<file path="config.mk">
export PLATFORM = sky130hd
export DESIGN_NAME = dqsw_training_ctrl
export DESIGN_NICKNAME = d
export VERILOG_FILES = /design/src/rtl/ddr_phy_training_pkg.sv /design/src/rtl/training_wait_cnt.sv /design/src/rtl/dqsw_training_ctrl.sv
export SDC_FILE = /design/constraint.sdc
export NUM_CORES = 1
export LEC_CHECK = 0
export ABC_AREA = 1
export BUFFER_PORTS_ARGS = -buffer_cell sky130_fd_sc_hd__clkbuf_2
export CORE_UTILIZATION = 50
export CTS_BUF_LIST = sky130_fd_sc_hd__clkbuf_2 sky130_fd_sc_hd__clkbuf_4 sky130_fd_sc_hd__clkbuf_8
export DETAILED_ROUTE_END_ITERATION = 10
export GPL_TIMING_DRIVEN = 0
export PLACE_DENSITY = 0.67
export SKIP_LAST_GASP = 1
export SLEW_MARGIN = 20
export SYNTH_ARGS = -nofsm -noshare
export SYNTH_HDL_FRONTEND = slang
export SYNTH_SLANG_ARGS = --single-unit
</file>
<file path="constraint.sdc">
create_clock -name FAB_CLK -period 1.6 [get_ports FAB_CLK]
set_input_delay 0.32 -clock FAB_CLK [delete_from_list [all_inputs] [get_ports FAB_CLK]]
set_output_delay 0.32 -clock FAB_CLK [all_outputs]
set_load 0.005 [all_outputs]
</file>
<file path="src/rtl/ddr_phy_training_pkg.sv">
// ============================================================================
// Module : ddr_phy_training_pkg
// Brief  : Shared DDR PHY training states, default constants and helpers.
// Rev    : 1.0
// ============================================================================
`default_nettype none

package ddr_phy_training_pkg;

    localparam int DEF_TAP_W         = 8;
    localparam int DEF_MAX_TAPS      = 127;
    localparam int DEF_SETTLE_CYCLES = 8;
    localparam int DEF_NUM_SAMPLES   = 4;

    typedef enum logic [3:0] {
        ST_IDLE   = 4'd0,
        ST_LOAD   = 4'd1,
        ST_CLEAR  = 4'd2,
        ST_SETTLE = 4'd3,
        ST_SAMPLE = 4'd4,
        ST_EVAL   = 4'd5,
        ST_MOVE   = 4'd6,
        ST_PASS   = 4'd7,
        ST_FAIL   = 4'd8
    } train_state_t;

    // Width able to hold the larger of two wait lengths, with a spare bit.
    function automatic int cnt_width(input int a, input int b);
        int m;
        m = (a > b) ? a : b;
        return $clog2(m) + 1;
    endfunction

endpackage

`default_nettype wire

</file>
<file path="src/rtl/training_wait_cnt.sv">
// ============================================================================
// Module : training_wait_cnt
// Brief  : Loadable down-counter with terminal-count flag for wait phases.
// Rev    : 1.0
// ============================================================================
`default_nettype none

module training_wait_cnt #(
    parameter int CNT_W = 4
) (
    input  logic             clk,
    input  logic             rst_n,
    input  logic             i_load,
    input  logic [CNT_W-1:0] i_load_val,
    input  logic             i_en,
    output logic             o_tc
);

    logic [CNT_W-1:0] r_cnt;

    always_ff @(posedge clk or negedge rst_n) begin
        if (!rst_n) begin
            r_cnt <= '0;
        end else if (i_load) begin
            r_cnt <= i_load_val;
        end else if (i_en && (r_cnt != '0)) begin
            r_cnt <= r_cnt - 1'b1;
        end
    end

    assign o_tc = (r_cnt == '0);

endmodule

`default_nettype wire

</file>
<file path="src/rtl/dqsw_training_ctrl.sv">
// ============================================================================
// Module : dqsw_training_ctrl
// Brief  : DQS write-leveling sweep: steps the delay line until a 0->1 edge.
// Rev    : 1.0
// ============================================================================
`default_nettype none

module dqsw_training_ctrl
    import ddr_phy_training_pkg::*;
#(
    parameter int TAP_W         = DEF_TAP_W,
    parameter int MAX_TAPS      = DEF_MAX_TAPS,
    parameter int SETTLE_CYCLES = DEF_SETTLE_CYCLES,
    parameter int NUM_SAMPLES   = DEF_NUM_SAMPLES
) (
    input  logic             FAB_CLK,
    input  logic             RESET_N,
    input  logic             START,
    input  logic [1:0]       RX_DATA,
    input  logic             DELAY_LINE_OUT_OF_RANGE,
    output logic             DELAY_LINE_LOAD,
    output logic             DELAY_LINE_MOVE,
    output logic             DELAY_LINE_DIRECTION,
    output logic             EYE_MONITOR_CLEAR_FLAGS,
    output logic             BUSY,
    output logic             DONE,
    output logic             ERROR,
    output logic [TAP_W-1:0] TAP_COUNT
);

    localparam int               CNT_W     = cnt_width(SETTLE_CYCLES, NUM_SAMPLES);
    localparam logic [TAP_W-1:0] c_max_tap = TAP_W'(MAX_TAPS);

    train_state_t     r_state;
    logic [TAP_W-1:0] r_tap;
    logic             r_seen_low;
    logic             r_all_hi;
    logic             r_all_lo;

    logic             r_load;
    logic             r_move;
    logic             r_dir;
    logic             r_clr;
    logic             r_busy;
    logic             r_done;
    logic             r_err;
    logic [TAP_W-1:0] r_tap_out;

    logic             w_wait_load;
    logic [CNT_W-1:0] w_wait_val;
    logic             w_wait_en;
    logic             w_wait_tc;
    logic             w_rx_hi;
    logic             w_rx_lo;

    // One counter times both SETTLE and SAMPLE; reloaded on entry to each.
    assign w_wait_load = (r_state == ST_CLEAR) || ((r_state == ST_SETTLE) && w_wait_tc);
    assign w_wait_val  = (r_state == ST_CLEAR) ? CNT_W'(SETTLE_CYCLES - 1)
                                               : CNT_W'(NUM_SAMPLES - 1);
    assign w_wait_en   = (r_state == ST_SETTLE) || (r_state == ST_SAMPLE);
    assign w_rx_hi     = (RX_DATA == 2'b11);
    assign w_rx_lo     = (RX_DATA == 2'b00);

    training_wait_cnt #(
        .CNT_W (CNT_W)
    ) u_wait_cnt (
        .clk        (FAB_CLK),
        .rst_n      (RESET_N),
        .i_load     (w_wait_load),
        .i_load_val (w_wait_val),
        .i_en       (w_wait_en),
        .o_tc       (w_wait_tc)
    );

    always_ff @(posedge FAB_CLK or negedge RESET_N) begin
        if (!RESET_N) begin
            r_state    <= ST_IDLE;
            r_tap      <= '0;
            r_seen_low <= 1'b0;
            r_all_hi   <= 1'b0;
            r_all_lo   <= 1'b0;
            r_load     <= 1'b0;
            r_move     <= 1'b0;
            r_dir      <= 1'b0;
            r_clr      <= 1'b0;
            r_busy     <= 1'b0;
            r_done     <= 1'b0;
            r_err      <= 1'b0;
            r_tap_out  <= '0;
        end else begin
            case (r_state)
                ST_IDLE, ST_PASS, ST_FAIL: begin
                    if (START) begin
                        r_tap      <= '0;
                        r_seen_low <= 1'b0;
                        r_state    <= ST_LOAD;
                    end
                end
                ST_LOAD:   r_state <= ST_CLEAR;
                ST_CLEAR:  r_state <= ST_SETTLE;
                ST_SETTLE: begin
                    if (w_wait_tc) begin
                        r_all_hi <= 1'b1;
                        r_all_lo <= 1'b1;
                        r_state  <= ST_SAMPLE;
                    end
                end
                ST_SAMPLE: begin
                    r_all_hi <= r_all_hi & w_rx_hi;
                    r_all_lo <= r_all_lo & w_rx_lo;
                    if (w_wait_tc) begin
                        r_state <= ST_EVAL;
                    end
                end
                ST_EVAL: begin
                    if (DELAY_LINE_OUT_OF_RANGE) begin
                        r_state <= ST_FAIL;
                    end else if (r_all_hi && r_seen_low) begin
                        r_state <= ST_PASS;
                    end else begin
                        // A low tap arms the edge search but never ends the sweep.
                        if (r_all_lo) begin
                            r_seen_low <= 1'b1;
                        end
                        r_state <= (r_tap == c_max_tap) ? ST_FAIL : ST_MOVE;
                    end
                end
                ST_MOVE: begin
                    if (r_tap != '1) begin
                        r_tap <= r_tap + 1'b1;
                    end
                    r_state <= ST_CLEAR;
                end
                default: r_state <= ST_IDLE;
            endcase

            // Outputs are a registered decode of the current state.
            r_dir     <= 1'b1;
            r_load    <= (r_state == ST_LOAD);
            r_clr     <= (r_state == ST_CLEAR);
            r_move    <= (r_state == ST_MOVE);
            r_busy    <= (r_state != ST_IDLE) && (r_state != ST_PASS) && (r_state != ST_FAIL);
            r_done    <= (r_state == ST_PASS);
            r_err     <= (r_state == ST_FAIL);
            r_tap_out <= r_tap;
        end
    end

    assign DELAY_LINE_LOAD         = r_load;
    assign DELAY_LINE_MOVE         = r_move;
    assign DELAY_LINE_DIRECTION    = r_dir;
    assign EYE_MONITOR_CLEAR_FLAGS = r_clr;
    assign BUSY                    = r_busy;
    assign DONE                    = r_done;
    assign ERROR                   = r_err;
    assign TAP_COUNT               = r_tap_out;

endmodule

`default_nettype wire

</file>
# After elaboration in Yosys (flattened, before gate mapping)
# Cells that the tools add are included.
dict set report op_classes {
  n_addsub 2
  n_eq_ne 20
  mux 21
  bitwise 2
  reduce_logical 22
}
# cell n
set ops {}
lappend ops {{2-to-1 mux 4 bit} 8}
lappend ops {{one-hot mux 4 bit (6 select lines)} 1}
lappend ops {{equality test 4 x 3 -> 1 bit (second input constant)} 4}
lappend ops {{2-to-1 mux 8 bit} 2}
lappend ops {{one-hot mux 8 bit (2 select lines)} 1}
lappend ops {{inequality test 2 bit (second input constant)} 7}
lappend ops {{adder 8 x 1 -> 8 bit (second input constant)} 1}
lappend ops {{equality test 4 x 2 -> 1 bit (second input constant)} 2}
lappend ops {{equality test 8 x 7 -> 1 bit (second input constant)} 1}
lappend ops {{zero test 4 bit} 2}
lappend ops {{inequality test 8 bit (second input constant)} 1}
lappend ops {{nonzero test 2 bit} 4}
lappend ops {{nonzero test 4 bit} 2}
lappend ops {{one-hot mux 1 bit (2 select lines)} 3}
lappend ops {{AND reduction 3 bit} 2}
lappend ops {{logical AND 1 bit} 5}
lappend ops {{2-to-1 mux 1 bit} 5}
lappend ops {{AND reduction 5 bit} 1}
lappend ops {{equality test 4 x 1 -> 1 bit (second input constant)} 1}
lappend ops {{equality test 4 bit (second input constant)} 1}
lappend ops {{inequality test 4 x 3 -> 1 bit (second input constant)} 1}
lappend ops {{inequality test 4 bit (second input constant)} 1}
lappend ops {{subtractor 4 x 1 -> 4 bit (second input constant)} 1}
lappend ops {{2-to-1 mux 3 bit} 1}
lappend ops {{other kinds (7)} 9}
dict set report totals {
  reg_bits 34
  inputBits 6
  wordCells 81
}

# Logic depth before layout (Yosys ltp)
dict set report logic_depth {
  word_depth 5
  ltp_mapped 10
  ltp_nobuf 10
}

# By module
# Synthesis repeated with hierarchy kept, for this count alone.
dict set report unflattened {
  hier_cells 217
  hier_area_um2 1695.4
}
# mod instances cells_per_inst area_each_um2
set by_module_without_submodules {}
lappend by_module_without_submodules {dqsw_training_ctrl 1 171 1400.1}
lappend by_module_without_submodules {training_wait_cnt 1 46 295.3}

# Worst setup path before layout
# Ideal clock, no wire load.
dict set report synth_path {
  kind {reg2reg}
  from {register u_wait_cnt.r_cnt[0]}
  to {register r_state[1]}
  setup_time_ps 127
  arrival_ps 1187
  slack_ps 286
  path_stages_with_launch 10
  period_less_slack_ps 1314
  cell_sequence {dfrtp_1 > inv_1 > ha_1 > nand2_1 > nor2_1 > inv_1 > nand2_4 > nand2_1 > nand2_1 > nand3_1}
}
dict set report synth_between {
  elab_chain_cells 3
}
# element line
set synth_lines {}
lappend synth_lines {{start: declaration} training_wait_cnt.sv:19} ;# logic [CNT_W-1:0] r_cnt;
lappend synth_lines {{start signal: assignment} training_wait_cnt.sv:25} ;# r_cnt <= i_load_val;
lappend synth_lines {{start signal: assignment} training_wait_cnt.sv:27} ;# r_cnt <= r_cnt - 1'b1;
lappend synth_lines {{zero test 4 bit *} training_wait_cnt.sv:31} ;# assign o_tc = (r_cnt == '0);
lappend synth_lines {{inequality test 2 bit (no line)} n/a}
lappend synth_lines {{AND reduction 3 bit (no line) *} n/a}
lappend synth_lines {{end signal: assignment} dqsw_training_ctrl.sv:125} ;# r_state <= (r_tap == c_max_tap) ? ST_FAIL : ST_MOVE;
lappend synth_lines {{end: declaration} dqsw_training_ctrl.sv:34} ;# train_state_t r_state;
# Mark *: on every way between the ends. The rest lies on a longest branch, timed or not.
# A chain may end at the register's enable or synchronous reset.

# Final worst setup path
dict set report layout_path {
  from {register r_tap[0]}
  to {register r_tap[1]}
}
dict set report layout_between {
  elab_chain_cells 3
}
# element line
set layout_lines {}
lappend layout_lines {{start: declaration} dqsw_training_ctrl.sv:35} ;# logic [TAP_W-1:0] r_tap;
lappend layout_lines {{start signal: assignment} dqsw_training_ctrl.sv:130} ;# r_tap <= r_tap + 1'b1;
lappend layout_lines {{adder 8 x 1 -> 8 bit / inequality test 8 bit (equally long branches)} {dqsw_training_ctrl.sv:130, dqsw_training_ctrl.sv:129}}
lappend layout_lines {{2-to-1 mux 8 bit / inequality test 2 bit (equally long branches)} n/a}
lappend layout_lines {{one-hot mux 8 bit (2 select lines) / AND reduction 3 bit (equally long branches)} n/a}
# Parallel ways exist; a longest one is shown, timed or not. The select of a mux whose other input is x is not followed.

==> results_dict.tcl <==
set metrics [dict create \
    antenna_cells 0 \
    numPortBuffers 20 \
    ys_seq_area_share_pct 53.8 \
    placed_area_sq_mm 0.00174 \
    mostFrequentLayoutCells "nand2_1, dfrtp_1, inv_1" \
    ant_nets 0 \
    globalplace.congestion 0.883 \
    route.vias.total 1288 \
    setup_tns_ns 0 \
    place_hpwl_microns 2200 \
    synth.avg_cell_area_sq_um 8.08 \
    worst_slew_pin_slew_ns 0.821 \
    status "complete, no violations" \
    crit_path_start_kind "register" \
    cts_tree "built" \
    ys_ff_latch 34 \
    cp.required_ns 1.88 \
    ctsHoldBuffers 0 \
    final_common_cell "nand2_1" \
    ys_warn_count 0 \
    dieArea_sq_mm 0.00339 \
    cp_cell_sequence "ha_1 > nand3_1 > inv_1 > nand3_1 > nand2_1 > nor2_4 > nand2_1 > nand2_1" \
    p_int_w 0.00163 \
    path_max_fanout 5 \
    powerDensity_mw_per_mm2 1490 \
    num-fill-cells 274 \
    grt.total_usage_pct 20.2 \
    fin_total_pwr_w 0.00273 \
    netlist_instances 196 \
    cp-end-kind "register" \
    clk_pin_slew_worst_paths_ns 0.11 \
    cts_inserted_buffers 5 \
    period_needed_ns 1.47 \
    yosysUniqueCellTypes 22 \
    antenna_found_initial 0 \
    grt_setup_unrepaired "false" \
    holdWs_ns 0.0531 \
    reg2reg_depth 8 \
    cap_violations 0 \
    pwr-share-comb_pct 38.7 \
    cts_max_level 2 \
    drt_iter0_drc 62 \
    root_buffer "clkbuf_4" \
    grt_max_degree 35 \
    slew_headroom_pct 45.3 \
    die_y_microns 58.3 \
    first_global_vias 1212 \
    fmax_ghz 0.679 \
    finalHoldViolations 0 \
    syn_nets 204 \
    core_sq_mm 0.00303 \
    grt-ovfl-total 0 \
    min_period_over_period_pct 92.0 \
    maxSlewViolCount 0 \
    p_leak_nw 1.06 \
    drc 0 \
    arrival_ns 1.75 \
    clock_path_buffers 2 \
    wirelength_microns 2960 \
    drive_above_1_share_pct 20.4 \
    num_rows 20 \
    hp-class "in -> async" \
    peakVddDrop_mv 0.884 \
    post-route-cell-area_sq_mm 0.00183 \
    area_growth_pct 15.7 \
    viasPerCell 4.77 \
    cp_slowest_cell "dfrtp_2" \
    ios 21 \
    fin_skew_ns 0.0120 \
    post-route-util_pct 60.5 \
    power_frac_clock_pct 18.8 \
    dr.pass1.iters 4 \
    worstSkewPairLatency_ns 0.34 \
    critPathMaxStageDelay_ns 0.43 \
    criticalPathCategory "reg -> reg" \
    seqPwrFrac_pct 42.4 \
    syn_area_sq_mm 0.00158 \
    wl_per_cell_microns 11.0 \
    p_sw_w 0.00110 \
    layout.nets 233 \
    cpMostUsedCell "nand2_1" \
    cts_sinks 34 \
    switching_share_pct 40.4 \
    grt_pass1_wl_microns 5040 \
    initial_core_util_pct 52.3 \
    setup_violations 0 \
    die_x_microns 58.3 \
]
-- final timing paths --
path	start	to	slack, ns
setup reg to reg	r_tap[0]	r_tap[1]	0.13
hold reg to reg	r_tap[1]	TAP_COUNT[1]	0.46
hold / removal	RESET_N	r_tap[6]	0.05
setup / recovery	r_tap[0]	r_tap[1]	0.13
min in group FAB_CLK	RX_DATA[1]	r_all_hi	0.27
max in group asynchronous	RESET_N	r_tap[0]	0.97
-- what timing repair did --
action / CTS / global route
buffers inserted: 0 / 2
setup endpoints to repair: 0 / 10
resized for setup: 0 / 4
-- per-layer routing --
layer | vias up | track usage, % | part of all wire (%)
li1 | 657 | - | -
met1 | 596 | 23.9 | 46
met2 | 29 | 33.0 | 48
met3 | 6 | 6.92 | 4.3
met4 | 0 | 9.52 | 1.7
met5 | - | 0 | 0
-- area by class of cell --
class	count	area, sq um	share of cell area (%)
Sequential cell	34	852	46.5
Multi-Input combinational cell	132	632	34.5
Timing Repair Buffer	22	115	6.29
Inverter	30	113	6.15
Clock buffer	7	58.8	3.21
Tap cell	44	55.1	3.01
Clock inverter	1	5.00	0.273
-- Yosys cell counts --
library cell / instances / area [sq um]
dfrtp_1: 34 / 851
nand2_4: 1 / 11.3
xnor2_1: 1 / 8.76
nand3_1: 15 / 75.1
nor2_4: 2 / 22.5
or2_2: 2 / 12.5
inv_2: 2 / 7.51
nand2_1: 67 / 251
xor2_1: 2 / 17.5
nor2_1: 22 / 82.6
inv_1: 28 / 105
o211ai_1: 2 / 15.0
nand4_1: 1 / 6.26
nor2_2: 1 / 6.26
ha_1: 2 / 25.0
nand3_2: 2 / 20.0
conb_1: 1 / 3.75
a21oi_1: 5 / 25.0
nor3_1: 2 / 10.0
nand2_2: 2 / 12.5
o21ai_0: 1 / 5.00
o21ai_2: 1 / 8.76
-- flip-flops by register name, summed over array words and instances, names as in the netlist --
signal / count
DELAY_LINE_DIRECTION: 1
r_seen_low: 1
DONE: 1
EYE_MONITOR_CLEAR_FLAGS: 1
r_all_hi: 1
r_state: 4
BUSY: 1
r_tap: 8
DELAY_LINE_MOVE: 1
TAP_COUNT: 8
u_wait_cnt.r_cnt: 4
ERROR: 1
DELAY_LINE_LOAD: 1
r_all_lo: 1
-- kinds of logic after synthesis --
| logic type | after synthesis | synth area share (%) |
|---|---|---|
| compound gates | 9 | 3.40 |
| xor+xnor | 3 | 1.66 |
| other cells | 1 | 0.237 |
| fa+ha+maj | 2 | 1.58 |
| simple gates | 117 | 32.3 |
| flops | 34 | 53.8 |
| buf+inv | 30 | 7.11 |
-- power groups by stage --
stage | combinational [W] | sequential (W) | clock, W
after global routing | 0.00120 | 0.00119 | 0.000569
after CTS | 0.000988 | 0.00117 | 0.000532
after detailed placement | 0.000985 | 0.00119 | 0
after global placement | 0.000950 | 0.00118 | 0
final | 0.00106 | 0.00116 | 0.000515
after floorplan | 0.000720 | 0.00117 | 0
-- stage by stage --
stage	worst slack, ns	instances
after floorplan	0.286	196
after global placement	0.110	260
after detailed placement	0.0980	260
after CTS	0.0769	268
after global routing	0.00210	270
final	0.128	270
-- critical path, delay by kind of cell (launching register included) --
kind          cells  cell delay (ns)
simple gates      6             0.67
fa+ha+maj         1             0.23
flops             1             0.43
buf+inv           1             0.08
No activity file was read; power rests on OpenSTA's default activity.
